===== src/rtl/n_set_cache_pkg.sv =====
// Shared types and default geometry for the n-set cache miss sequencer.
package n_set_cache_pkg;

   localparam int DEF_CACHE_BLOCK_CAPACITY = 128;
   localparam int DEF_CACHE_SET_SIZE       = 4;
   localparam int DEF_BW_TAG               = 20;

   localparam int DEF_BW_CACHE_CAPACITY = $clog2(DEF_CACHE_BLOCK_CAPACITY);
   localparam int DEF_BW_GRP            = $clog2(DEF_CACHE_SET_SIZE);
   localparam int DEF_BW_SET            = DEF_BW_CACHE_CAPACITY - DEF_BW_GRP;

   typedef enum logic [2:0] {
      IDLE   = 3'd0,
      POLICY = 3'd1,
      WB     = 3'd2,
      FETCH  = 3'd3,
      FILL   = 3'd4
   } state_t;

endpackage


===== src/rtl/n_set_cache_miss_sequencer_sat_counter.sv =====
// Saturating up-counter with synchronous clear; used by the optional
// N_SET_CACHE_MISS_SEQ_PERF_EN statistics.
module sat_counter #(
   parameter int WIDTH = 32
) (
   input  logic             clk,
   input  logic             clear,
   input  logic             inc,
   output logic [WIDTH-1:0] count
);

   // Count up on inc, holding at all-ones.
   always_ff @(posedge clk) begin
      if (clear) begin
         count <= {WIDTH{1'b0}};
      end else if (inc && (count != {WIDTH{1'b1}})) begin
         count <= count + {{(WIDTH-1){1'b0}}, 1'b1};
      end else begin
         count <= count;
      end
   end

endmodule


===== src/rtl/n_set_cache_miss_sequencer.sv =====
// Miss sequencer driving the n-set replacement policy and the memory port.
// Optional statistics counters enabled by `define N_SET_CACHE_MISS_SEQ_PERF_EN.
module n_set_cache_miss_sequencer
   import n_set_cache_pkg::*;
#(
   parameter int  CACHE_BLOCK_CAPACITY = DEF_CACHE_BLOCK_CAPACITY,
   parameter int  CACHE_SET_SIZE       = DEF_CACHE_SET_SIZE,
   parameter int  BW_TAG               = DEF_BW_TAG,
   localparam int BW_CACHE_CAPACITY    = $clog2(CACHE_BLOCK_CAPACITY),
   localparam int BW_GRP               = $clog2(CACHE_SET_SIZE),
   localparam int BW_SET               = BW_CACHE_CAPACITY - BW_GRP,
   localparam int BW_MEM               = BW_TAG + BW_SET
) (
   input  logic                         clock_i,
   input  logic                         reset_i,
   input  logic                         req_i,
   input  logic                         hit_i,
   input  logic [BW_SET-1:0]            set_i,
   input  logic [BW_TAG-1:0]            tag_i,
   input  logic [BW_CACHE_CAPACITY-1:0] hit_addr_i,
   output logic                         policy_hit_o,
   output logic                         policy_miss_o,
   output logic [BW_CACHE_CAPACITY-1:0] policy_addr_o,
   input  logic                         policy_done_i,
   input  logic [BW_CACHE_CAPACITY-1:0] policy_addr_i,
   input  logic                         victim_dirty_i,
   input  logic [BW_TAG-1:0]            victim_tag_i,
   output logic                         mem_req_o,
   output logic                         mem_rw_o,
   output logic [BW_MEM-1:0]            mem_addr_o,
   input  logic                         mem_ack_i,
   output logic                         fill_o,
   output logic [BW_CACHE_CAPACITY-1:0] fill_addr_o,
   output logic [BW_TAG-1:0]            fill_tag_o,
   output logic                         busy_o,
   output logic                         done_o
`ifdef N_SET_CACHE_MISS_SEQ_PERF_EN
   ,
   output logic [31:0]                  hit_count_o,
   output logic [31:0]                  miss_count_o,
   output logic [31:0]                  wb_count_o
`endif
);

   state_t state;
   state_t next_state;

   logic [BW_SET-1:0]            req_set;
   logic [BW_TAG-1:0]            req_tag;
   logic [BW_CACHE_CAPACITY-1:0] vic_addr;
   logic [BW_TAG-1:0]            vic_tag;
   logic [BW_SET-1:0]            req_set_nxt;
   logic [BW_TAG-1:0]            req_tag_nxt;
   logic [BW_CACHE_CAPACITY-1:0] vic_addr_nxt;
   logic [BW_TAG-1:0]            vic_tag_nxt;

   logic                         policy_hit_nxt;
   logic                         policy_miss_nxt;
   logic [BW_CACHE_CAPACITY-1:0] policy_addr_nxt;
   logic                         mem_req_nxt;
   logic                         mem_rw_nxt;
   logic [BW_MEM-1:0]            mem_addr_nxt;
   logic                         fill_nxt;
   logic [BW_CACHE_CAPACITY-1:0] fill_addr_nxt;
   logic [BW_TAG-1:0]            fill_tag_nxt;
   logic                         busy_nxt;
   logic                         done_nxt;

   logic hit_start;
   logic miss_start;

   // Requests are only looked at in IDLE; upstream stalls while busy.
   assign hit_start  = (state == IDLE) && req_i && hit_i;
   assign miss_start = (state == IDLE) && req_i && !hit_i;

   // State and captured request/victim registers.
   always_ff @(posedge clock_i) begin
      if (reset_i) begin
         state    <= IDLE;
         req_set  <= {BW_SET{1'b0}};
         req_tag  <= {BW_TAG{1'b0}};
         vic_addr <= {BW_CACHE_CAPACITY{1'b0}};
         vic_tag  <= {BW_TAG{1'b0}};
      end else begin
         state    <= next_state;
         req_set  <= req_set_nxt;
         req_tag  <= req_tag_nxt;
         vic_addr <= vic_addr_nxt;
         vic_tag  <= vic_tag_nxt;
      end
   end

   // Next-state decode.
   always_comb begin
      next_state = state;
      case (state)
         IDLE:    next_state = miss_start ? POLICY : IDLE;
         POLICY: begin
            if (policy_done_i) begin
               next_state = victim_dirty_i ? WB : FETCH;
            end else begin
               next_state = POLICY;
            end
         end
         WB:      next_state = mem_ack_i ? FETCH : WB;
         FETCH:   next_state = mem_ack_i ? FILL : FETCH;
         FILL:    next_state = IDLE;
         default: next_state = IDLE;
      endcase
   end

   // Capture values; outputs are derived from these so they line up with the new state.
   always_comb begin
      req_set_nxt  = req_set;
      req_tag_nxt  = req_tag;
      vic_addr_nxt = vic_addr;
      vic_tag_nxt  = vic_tag;
      if (miss_start) begin
         req_set_nxt = set_i;
         req_tag_nxt = tag_i;
      end else begin
         req_set_nxt = req_set;
         req_tag_nxt = req_tag;
      end
      if ((state == POLICY) && policy_done_i) begin
         vic_addr_nxt = policy_addr_i;
         vic_tag_nxt  = victim_tag_i;
      end else begin
         vic_addr_nxt = vic_addr;
         vic_tag_nxt  = vic_tag;
      end
   end

   // Output decode for the coming cycle.
   always_comb begin
      policy_hit_nxt  = hit_start;
      policy_miss_nxt = miss_start;
      policy_addr_nxt = {BW_CACHE_CAPACITY{1'b0}};
      mem_req_nxt     = 1'b0;
      mem_rw_nxt      = 1'b0;
      mem_addr_nxt    = {BW_MEM{1'b0}};
      fill_nxt        = 1'b0;
      fill_addr_nxt   = {BW_CACHE_CAPACITY{1'b0}};
      fill_tag_nxt    = {BW_TAG{1'b0}};
      busy_nxt        = (next_state != IDLE);
      done_nxt        = 1'b0;
      if (hit_start) begin
         policy_addr_nxt = hit_addr_i;
      end else if (next_state == POLICY) begin
         policy_addr_nxt = {{BW_GRP{1'b0}}, req_set_nxt};
      end else begin
         policy_addr_nxt = {BW_CACHE_CAPACITY{1'b0}};
      end
      case (next_state)
         WB: begin
            mem_req_nxt  = 1'b1;
            mem_rw_nxt   = 1'b1;
            mem_addr_nxt = {vic_tag_nxt, req_set_nxt};
         end
         FETCH: begin
            mem_req_nxt  = 1'b1;
            mem_rw_nxt   = 1'b0;
            mem_addr_nxt = {req_tag_nxt, req_set_nxt};
         end
         FILL: begin
            fill_nxt      = 1'b1;
            fill_addr_nxt = vic_addr_nxt;
            fill_tag_nxt  = req_tag_nxt;
            done_nxt      = 1'b1;
         end
         default: begin
            mem_req_nxt = 1'b0;
         end
      endcase
   end

   // Output registers.
   always_ff @(posedge clock_i) begin
      if (reset_i) begin
         policy_hit_o  <= 1'b0;
         policy_miss_o <= 1'b0;
         policy_addr_o <= {BW_CACHE_CAPACITY{1'b0}};
         mem_req_o     <= 1'b0;
         mem_rw_o      <= 1'b0;
         mem_addr_o    <= {BW_MEM{1'b0}};
         fill_o        <= 1'b0;
         fill_addr_o   <= {BW_CACHE_CAPACITY{1'b0}};
         fill_tag_o    <= {BW_TAG{1'b0}};
         busy_o        <= 1'b0;
         done_o        <= 1'b0;
      end else begin
         policy_hit_o  <= policy_hit_nxt;
         policy_miss_o <= policy_miss_nxt;
         policy_addr_o <= policy_addr_nxt;
         mem_req_o     <= mem_req_nxt;
         mem_rw_o      <= mem_rw_nxt;
         mem_addr_o    <= mem_addr_nxt;
         fill_o        <= fill_nxt;
         fill_addr_o   <= fill_addr_nxt;
         fill_tag_o    <= fill_tag_nxt;
         busy_o        <= busy_nxt;
         done_o        <= done_nxt;
      end
   end

`ifdef N_SET_CACHE_MISS_SEQ_PERF_EN
   logic wb_ack;
   assign wb_ack = (state == WB) && mem_ack_i;

   sat_counter #(.WIDTH(32)) u_hit_count (
      .clk   (clock_i),
      .clear (reset_i),
      .inc   (policy_hit_nxt),
      .count (hit_count_o)
   );

   sat_counter #(.WIDTH(32)) u_miss_count (
      .clk   (clock_i),
      .clear (reset_i),
      .inc   (policy_miss_nxt),
      .count (miss_count_o)
   );

   sat_counter #(.WIDTH(32)) u_wb_count (
      .clk   (clock_i),
      .clear (reset_i),
      .inc   (wb_ack),
      .count (wb_count_o)
   );
`endif

endmodule


===== config.mk =====
export PLATFORM = sky130hd
export DESIGN_NAME = n_set_cache_miss_sequencer
export DESIGN_NICKNAME = d
export VERILOG_FILES = /design/src/rtl/n_set_cache_pkg.sv /design/src/rtl/n_set_cache_miss_sequencer_sat_counter.sv /design/src/rtl/n_set_cache_miss_sequencer.sv
export SDC_FILE = /design/constraint.sdc
export NUM_CORES = 1
export LEC_CHECK = 0
export CORE_UTILIZATION = 25
export DETAILED_ROUTE_END_ITERATION = 6
export PLACE_DENSITY = 0.45
export SYNTH_ARGS = -nofsm -noshare
export SYNTH_HDL_FRONTEND = slang
export SYNTH_SLANG_ARGS = --single-unit

===== constraint.sdc =====
create_clock -name clock_i -period 3.07 [get_ports clock_i]
set_clock_uncertainty 0.2 [all_clocks]
set_input_delay 0.4605 -clock clock_i [delete_from_list [all_inputs] [get_ports clock_i]]
set_output_delay 0.4605 -clock clock_i [all_outputs]
set_load 0.01 [all_outputs]

==> flow_summary.yaml <==
floorplanning:
  core_area_sq_mm: 0.01543
  die_h_um: 128.5
  initial_core_util: 0.2594
  io_pins: 132
  placement_rows: 45
  dieWidth_um: 128.5
  die_area_sq_mm: 0.01651
layout:
  stdcell_count: 728
  nFillCells: 1541
  syn_to_final_growth_pct: 52.88
  register_area_sq_mm: 0.002402
  num_antenna_cells: 0
  nets: 573
  stdcell_area_sq_mm: 0.006117
  drive_gt1_frac: 0.08511
  multiInputGateArea_sq_mm: 0.001449
placement:
  dpl_cell_area_sq_mm: 0.005587
  numPortBuffers: 131
  dp_hpwl_um: 7026
  pre_cts_ws_ns: 0.2653
  dp_cells: 699
  gp_congestion: 0.7141
synth:
  synthSimpleGateAreaFrac: 0.1213
  synth_cell_types: 32
  syn_area_sq_mm: 0.004001
  synth_seq_cells: 120
  syn_nets: 436
  synth-compound-area-share: 0.1226
  synthAdderAreaFrac: 0
  yosysWarnings: 0
  synth_xor_area_frac: 0
  syn-instance-count: 370
  yosysSeqAreaShare: 0.6004
  avgSynthCellArea_sq_um: 10.81
  synth_mux_area_frac: 0.1151
  synth_top_family_by_area: "compound AO/OA/AOI/OAI gates"
setup_path:
  path_max_fanout: 19
  worstPathRequired_ns: 3.13
  endpoint_kind: "register"
  critPathArrivalTime_ns: 2.47
  start_kind: "input pin"
  crit_type: "input pin to register"
cts:
  cts_buffers: 17
  cts.clk_slew.worst_paths_ns: 0.05
  insertion_delay_ns: 0.41
  ctsHtreeMaxLevel: 4
  cts_buffer_depth: 2
  cts_resized: 0
  postCtsHoldBufs: 0
  clkSinkCount: 120
  cts_tree: "done"
  root_buffer: "clkbuf_16"
  postCtsSetupBuffers: 0
timing:
  tightest_slew_ns: 0.7482
  timing.final.ws_setup_ns: 0.6650
  min_period_ns: 2.405
  setup_tns_ns: 0
  maxSlewHeadroom: 0.5001
  hold_viol: 0
  setup_viol: 0
  drv_slew: 0
  max_clock_freq_ghz: 0.4158
  rsz0062_at_grt: "false"
  finalCritPeriodShare: 0.7834
detailed_routing:
  ant_nets: 0
  vias_per_cell: 4.264
  totalWireLength_um: 10840
  wl_per_cell_um: 14.89
  dr.first_iter.drc_count: 126
  dr_total_vias: 3104
  drc: 0
  firstDrtPassIters: 4
power_and_ir_drop:
  p_per_area_mw_per_mm2: 626.8
  p_total_uw: 3834
  leakage_uw: 0.002258
  vdd_ir_drop_max_mv: 0.3458
min_path:
  min_path_type: "register to register"
global_routing:
  overflow: 0
  grt_usage: 0.1359
  antenna_found_initial: 0
  grt_pass1_wl_um: 16460
  top_usage_layer: "met2"
  grtUsageMet1: 0.1653
  grtUsageMet2: 0.2111
  grt_max_degree: 32
  grt.met3_usage: 0.05489
  first_global_vias: 3077
run:
  maxCapViolCount: 0
status:
  outcome: "finished clean"
[layer usage]
layer,routed length (um),part of all wire
met1,5048,0.47
met2,4836,0.45
met3,815,0.075
met4,141,0.013
met5,0,0
[stage by stage]
stage / util / hold slack (ns)
after floorplan: - / 0.2500
after global placement: 0.3621 / 0.2662
after CTS: 0.3965 / 0.2864
after global routing: 0.3965 / 0.3059
final: 0.3965 / 0.2784
after detailed placement: 0.3621 / 0.2702
[cell type report]
cell class / count / share of cell area
Inverter: 6 / 0.003682
Tap cell: 211 / 0.04316
Sequential cell: 120 / 0.3927
Clock inverter: 4 / 0.007363
Multi-Input combinational cell: 217 / 0.2369
Clock buffer: 25 / 0.07936
Timing Repair Buffer: 145 / 0.2369
[worst paths after layout]
| kind | from | end | slack (ns) | cells past startpoint |
|---|---|---|---|---|
| setup / recovery | req_i | mem_addr_o[8] | 0.67 | 6 |
| hold / removal | vic_tag[3] | vic_tag[3] | 0.28 | 2 |
| setup reg to reg | state[0] | mem_addr_o[8] | 0.72 | 5 |
| hold reg to reg | vic_tag[3] | vic_tag[3] | 0.28 | 2 |
[logic make-up after synthesis]
group / count (synthesis)
AOI/OAI and AO/OA: 66
buffers and inverters: 33
DFF: 120
muxes: 46
and+or+nand+nor: 105
[cell usage in the layout (no fill, tap or decap), types with 6 or more instances in the layout]
cell type        instances
clkbuf_16               17
buf_4                   11
o21ai_0                  6
and2_1                   9
inv_1                    6
dfxtp_1                120
a311oi_1                20
nor2_1                  76
a21boi_0                20
mux2i_1                 46
nand3_1                  7
clkdlybuf4s50_1        130
a21oi_1                  9
[cell usage after synthesis, drive strengths merged]
master    n  area [sq um]
dfxtp   120          2402
nor2     77         305.3
mux2i    46         460.4
a21boi   20         150.1
a311oi   20         175.2
clkbuf   19         71.32
a21oi     9         45.04
and2      9         56.30
buf       8         68.81
nand3     7         35.03
o21ai     7         35.03
inv       6         22.52
a22o      5         43.79
a211o     2         17.52
nor3      2         10.01
nor3b     2         15.01
and3b     1         8.760
and4bb    1         12.51
nand2     1         3.750
nand2b    1         6.260
nand3b    1         7.510
nor4b     1         8.760
o21a      1         7.510
o31a      1         8.760
o31ai     1         7.510
or2       1         6.260
or4b      1         10.01
[state kept, by name, indices dropped and copies added, names as in the netlist]
name / cells
policy_addr_o: 7
fill_addr_o: 7
policy_miss_o: 1
vic_addr: 7
vic_tag: 20
mem_addr_o: 25
busy_o: 1
state: 3
policy_hit_o: 1
mem_req_o: 1
mem_rw_o: 1
fill_tag_o: 20
done_o: 1
req_tag: 20
req_set: 5
[power breakdown]
| part | total (uW) | switching (uW) | internal [uW] |
|---|---|---|---|
| combinational | 394 | 193 | 201 |
| clock | 1810 | 652 | 1160 |
| sequential | 1630 | 18.7 | 1610 |
| total | 3830 | 863 | 2970 |
[worst max-delay path, cell delays in order]
cell             delay, ns
clkdlybuf4s50_1       0.52
or4b_1                0.67
nor2_8                0.17
buf_12                0.21
mux2i_1               0.30
a311oi_1              0.13
Note: power is estimated with default switching activity, not from simulation.
